`src/rtl/cla_seq_arbiter.sv`:
```
// Two-requester round-robin sequencer around one 4-bit carry-lookahead slice,
// adding WIDTH-bit operands a nibble per cycle. Define CLA_SEQ_OVF_EN to add res_ovf.
module cla_seq_arbiter #(
    parameter int WIDTH = 16
) (
    input  logic             clk,
    input  logic             rst,
    input  logic             req0_valid,
    input  logic [WIDTH-1:0] req0_a,
    input  logic [WIDTH-1:0] req0_b,
    output logic             req0_ready,
    input  logic             req1_valid,
    input  logic [WIDTH-1:0] req1_a,
    input  logic [WIDTH-1:0] req1_b,
    output logic             req1_ready,
    output logic             res_valid,
    output logic [WIDTH-1:0] res_sum,
    output logic             res_cout,
    output logic             res_id,
    input  logic             res_ready,
`ifdef CLA_SEQ_OVF_EN
    output logic             res_ovf,
`endif
    output logic             busy
);

    localparam int NIB = WIDTH / 4;
    localparam int NW  = (NIB > 1) ? $clog2(NIB) : 1;
    localparam logic [NW-1:0] LAST_NIB = NW'(NIB - 1);

    typedef enum logic [1:0] {
        S_IDLE = 2'd0,
        S_ADD  = 2'd1,
        S_DONE = 2'd2
    } state_t;

    // 4-bit CLA slice: returns {carry out, carry into bit 3, sum}
    function automatic logic [5:0] cla4(input logic [3:0] a, input logic [3:0] b,
                                        input logic cin);
        logic [3:0] p;
        logic [3:0] g;
        logic [4:0] c;
        p    = a ^ b;
        g    = a & b;
        c[0] = cin;
        for (int i = 0; i < 4; i++) begin
            c[i+1] = g[i] | (p[i] & c[i]);
        end
        return {c[4], c[3], p ^ c[3:0]};
    endfunction

    state_t           state_r;
    state_t           next_state_s;
    logic             last_grant_r;
    logic             grant_s;
    logic             accept_s;
    logic [WIDTH-1:0] a_r;
    logic [WIDTH-1:0] b_r;
    logic             carry_r;
    logic [NW-1:0]    nib_r;
    logic [5:0]       slice_s;

    assign slice_s = cla4(a_r[nib_r*4 +: 4], b_r[nib_r*4 +: 4], carry_r);

    // State register
    always_ff @(posedge clk) begin
        if (rst) begin
            state_r <= S_IDLE;
        end else begin
            state_r <= next_state_s;
        end
    end

    // Arbitration, combinational ready and next-state decode
    always_comb begin
        next_state_s = state_r;
        grant_s      = 1'b0;
        req0_ready   = 1'b0;
        req1_ready   = 1'b0;
        accept_s     = 1'b0;
        case (state_r)
            S_IDLE: begin
                if (req0_valid && req1_valid) begin
                    grant_s = ~last_grant_r;
                end else if (req1_valid) begin
                    grant_s = 1'b1;
                end else begin
                    grant_s = 1'b0;
                end
                req0_ready = ~grant_s & req0_valid;
                req1_ready = grant_s & req1_valid;
                accept_s   = req0_ready | req1_ready;
                if (accept_s) begin
                    next_state_s = S_ADD;
                end else begin
                    next_state_s = S_IDLE;
                end
            end
            S_ADD: begin
                if (nib_r == LAST_NIB) begin
                    next_state_s = S_DONE;
                end else begin
                    next_state_s = S_ADD;
                end
            end
            S_DONE: begin
                if (res_ready) begin
                    next_state_s = S_IDLE;
                end else begin
                    next_state_s = S_DONE;
                end
            end
            default: begin
                next_state_s = S_IDLE;
            end
        endcase
    end

    // Operand capture, nibble-serial accumulation and registered status outputs
    always_ff @(posedge clk) begin
        if (rst) begin
            last_grant_r <= 1'b1;
            a_r          <= '0;
            b_r          <= '0;
            carry_r      <= 1'b0;
            nib_r        <= '0;
            res_sum      <= '0;
            res_cout     <= 1'b0;
            res_id       <= 1'b0;
            res_valid    <= 1'b0;
            busy         <= 1'b0;
`ifdef CLA_SEQ_OVF_EN
            res_ovf      <= 1'b0;
`endif
        end else begin
            case (state_r)
                S_IDLE: begin
                    if (accept_s) begin
                        a_r          <= grant_s ? req1_a : req0_a;
                        b_r          <= grant_s ? req1_b : req0_b;
                        res_id       <= grant_s;
                        last_grant_r <= grant_s;
                        carry_r      <= 1'b0;
                        nib_r        <= '0;
                    end
                end
                S_ADD: begin
                    res_sum[nib_r*4 +: 4] <= slice_s[3:0];
                    carry_r               <= slice_s[5];
                    nib_r                 <= nib_r + NW'(1);
                    if (nib_r == LAST_NIB) begin
                        res_cout <= slice_s[5];
`ifdef CLA_SEQ_OVF_EN
                        res_ovf  <= slice_s[5] ^ slice_s[4];
`endif
                    end
                end
                default: begin
                end
            endcase
            // Status flags track the state being entered so they line up with it
            busy      <= (next_state_s != S_IDLE);
            res_valid <= (next_state_s == S_DONE);
        end
    end

endmodule
```
`config.mk`:
```
export PLATFORM = sky130hd
export DESIGN_NAME = cla_seq_arbiter
export DESIGN_NICKNAME = d
export VERILOG_FILES = /design/src/rtl/cla_seq_arbiter.sv
export SDC_FILE = /design/constraint.sdc
export NUM_CORES = 1
export LEC_CHECK = 0
export ABC_CLOCK_PERIOD_IN_PS = 4450
export BUFFER_PORTS_ARGS = -buffer_cell sky130_fd_sc_hd__buf_2
export CAP_MARGIN = 30
export CELL_PAD_IN_SITES_DETAIL_PLACEMENT = 0
export CELL_PAD_IN_SITES_GLOBAL_PLACEMENT = 1
export CORE_ASPECT_RATIO = 0.6
export CORE_MARGIN = 10
export CORE_UTILIZATION = 43
export DETAILED_ROUTE_END_ITERATION = 12
export GPL_ROUTABILITY_DRIVEN = 0
export PLACE_DENSITY_LB_ADDON = 0.08
export SLEW_MARGIN = 20
export SYNTH_ARGS = -nofsm -noshare
export SYNTH_HDL_FRONTEND = slang
export SYNTH_SLANG_ARGS = --single-unit
```
`constraint.sdc`:
```
create_clock -name clk -period 4.45 [get_ports clk]
set_input_delay 1.335 -clock clk [delete_from_list [all_inputs] [get_ports clk]]
set_output_delay 1.335 -clock clk [all_outputs]
set_load 0.02 [all_outputs]
```
==> reports/summary.log <==
[global_route] antenna violations before repair 0
[min_path] worst hold stages 2
[worst_setup_path] arrival time of the worst setup path 1910 ps
[final_layout] number of nets at the end of the flow 483
[clock_tree] Num CTS Buffers 9
[place] HPWL after DPL 7.00 mm
[drt] vias per std cell 5.94
[clock_tree] number of hold-repair buffers added at the cts stage 0
[synth] number of enable-type register cells in the synthesized netlist 0
[worst_setup_path] required time at the worst-slack endpoint 3120 ps
[pwr] cell area power density 383 nW/um^2
[worst_setup_path] critical path peak fanout 5
[pwr] share of total power in combinational logic 21.7%
[drt] final routed wirelength across all metal layers 10.3 mm
[synth] Post-Synthesis Cell Area 3350 sq um
[sta] Final Max Tran Viols 0
[floorplan] starting utilization of the core area 45.2%
[pwr] portion of total power attributed to the clock network 39.7%
[sta] fin worst setup slack 1210 ps
[drt] number of DRC markers in iteration 0 288
[synth] sequential share of the synthesized area 34.6%
[worst_setup_path] critical path capture point type output pin
[worst_setup_path] startpoint of the most critical setup path req0_valid
[worst_setup_path] Worst R2R Start nib_r[0]$_SDFFE_PP0P_
[drt] DRT Pass-1 Iters 4
[synth] main flop type after synthesis sky130_fd_sc_hd__dfxtp_1
[worst_setup_path] crit start category input pin
[sta] part of the cycle the worst path needs 72.9%
[pwr] P_leak 0.00149 uW
[sta] summed negative setup slack over all endpoints 0 ps
[synth] Synth Net Count 417
[clock_tree] CTS-repair resized insts 0
[synth] Cells after Synth 338
[global_route] GRT Resource Usage Total 17.8%
[clock_tree] # clock sinks 58
[final_layout] count of antenna diodes in the layout 0
[drt] vias post-DR 3027
[min_path] worst min-delay path startpoint res_sum[4]$_SDFFE_PP0P_
[synth] dominant cell type by area after synthesis sky130_fd_sc_hd__dfxtp_1
[sta] pin slew with the least headroom to its limit 840 ps
[global_route] first-pass GRT wire length 16.9 mm
[floorplan] area of the die 11800 sq um
[drt] remaining antenna violation count after routing 0
[outcome] run status finished clean
[global_route] largest net degree at the start of global routing 69
[floorplan] number of standard-cell rows in the floorplan 24
[floorplan] floorplan die width 134 microns
[synth] synthesis-stage register bit count 58
[pwr] largest voltage drop on the vdd net 0.260 mV
[sta] slew margin rel. 44.0%
[clock_tree] # Post-CTS Setup Buffers 0
[sta] clock tree skew after final layout 6.77 ps
[synth] share of async-settable or async-resettable flops after synthesis 0%
[global_route] grt ovf 0
[worst_setup_path] critical path class in -> out
[min_path] hold crit path type reg -> reg
[clock_tree] insertion delay to the later sink of the worst-skew pair 330 ps
[synth] area share of the leading cell type in the synthesized netlist 34.6%
[worst_setup_path] worst-case reg-to-reg path depth 9
[pwr] register share of total power 38.6%
[final_layout] share of final-layout standard cells stronger than drive strength 1 36.7%
[synth] post-synth cell types 39
[synth] top cells by instance count after synthesis sky130_fd_sc_hd__dfxtp_1, sky130_fd_sc_hd__a21oi_1, sky130_fd_sc_hd__nor4_1
[synth] count leader, synth sky130_fd_sc_hd__dfxtp_1
[final_layout] Layout area overhead 20.1%
[clock_tree] deepest level of the CTS H-tree 3
[sta] minimum clock period after layout 3240 ps
[synth] Avg Cell Area, Syn 9.92 sq um
[place] count of port buffers added during placement 90
[sta] number of hold-slack violations in the final timing report 0
[pwr] internal power of the cells 1090 uW
[drt] wire length per cell after detailed routing 20.2 microns
[clock_tree] root buffer cell sky130_fd_sc_hd__clkbuf_16
[floorplan] core footprint 7420 sq um
[pwr] reported net switching power 453 uW
[drt] DRC Markers 0
[pwr] Total Power 1540 uW
[floorplan] I/O pins 91
[global_route] vias in the first global route 3112
[clock_tree] maximum clock insertion buffer count 2
[synth] cells taking the most area after synthesis sky130_fd_sc_hd__dfxtp_1, sky130_fd_sc_hd__a2111oi_2, sky130_fd_sc_hd__nor4b_1
[sta] RSZ-0062 raised after global routing false
[place] post-place setup slack 1210 ps
[sta] max frequency 308 MHz
[floorplan] chip height 88.4 microns
[clock_tree] clock-pin slew reported for the worst setup and hold paths after clock tree synthesis 40 ps
[pwr] sw frac 29.4%
[job] Max-cap violations 0
[synth] Warnings, synthesis 0
[sta] endpoints failing setup 0
[clock_tree] clock tree from TritonCTS done
==> per-layer routing <==
layer | up-vias | track usage, % | wire length, microns | part of all wire (%)
met5 | - | 0 | 0 | 0
met4 | 0 | 4.42 | 0 | 0
met3 | 0 | 7.13 | 988 | 9.6
met2 | 129 | 24.9 | 4190 | 41
met1 | 1425 | 24.8 | 5140 | 50
li1 | 1473 | - | - | -
==> cell usage in the layout, fill, tap and decap left out, drive strengths merged <==
cell type and n:
a2111oi 32, a211o 2, a21oi 44, a31oi 1
a32oi 12, and3b 1, buf 97, clkbuf 13
clkdlybuf4s15 1, dfxtp 58, fa 4, ha 6
inv 12, mux4 8, nand2 10, nand2b 2
nand3 2, nand3b 5, nand4 4, nor2 15
nor2b 2, nor3b 1, nor4 32, nor4b 32
nor4bb 2, o211ai 3, o21ai 2, or2 2
or3b 1
==> registers in the layout, indices dropped and copies added, names as in the netlist, 2 cells and up <==
| name | cells |
|---|---|
| a_r | 16 |
| b_r | 16 |
| nib_r | 2 |
| res_sum | 16 |
| state_r | 2 |
==> cell families (layout without fill, tap and decap cells) <==
| kind of cell | count (synthesis) | count (layout) | share of synthesized area [%] |
|---|---|---|---|
| fa+ha+maj | 10 | 10 | 4.63 |
| buf+inv | 55 | 123 | 8.66 |
| flops | 58 | 58 | 34.6 |
| simple gates | 111 | 111 | 23.1 |
| compound gates | 96 | 96 | 23.7 |
| mux | 8 | 8 | 5.37 |
==> layout make-up <==
cell class	instances	area, sq um
clock buffers	13	260
fillers	723	3390
inverters	12	45.0
multi-input cells	225	1900
flip-flops and latches	58	1160
well taps	104	130
repair buffers	98	527
==> path summary, 6_finish.rpt <==
check	slack, ps	to
worst min-delay path	440	res_sum[4]$_SDFFE_PP0P_
worst min register to register	440	res_sum[4]$_SDFFE_PP0P_
worst max-delay path	1210	req1_ready
worst max register to register	1420	res_sum[7]$_SDFFE_PP0P_
==> worst max-delay path, cell delays in order <==
cell and delay (ps):
sky130_fd_sc_hd__buf_2 140, sky130_fd_sc_hd__nand2_2 80, sky130_fd_sc_hd__nand3_1 110, sky130_fd_sc_hd__inv_2 80, sky130_fd_sc_hd__buf_2 160
==> through the flow <==
step	hold WS (ps)	instances	cell area, sq um	util [%]
after floorplan	483	338	3350	-
after global placement	435	495	3730	50.3
after detailed placement	442	497	3770	50.8
after CTS	449	510	4030	54.3
after global routing	462	510	4030	54.3
final	444	510	4030	54.3
==> power by group through the flow <==
| stage | Combinational (uW) | Clock (uW) | Sequential, uW |
|---|---|---|---|
| 6_report | 336 | 612 | 596 |
| 5_1_grt | 373 | 653 | 601 |
| 4_1_cts | 336 | 627 | 595 |
| 3_5_place_dp | 334 | 0 | 604 |
| 3_3_place_gp | 330 | 0 | 605 |
| 2_1_floorplan | 242 | 0 | 595 |
No activity file was read; power rests on OpenSTA's default activity.
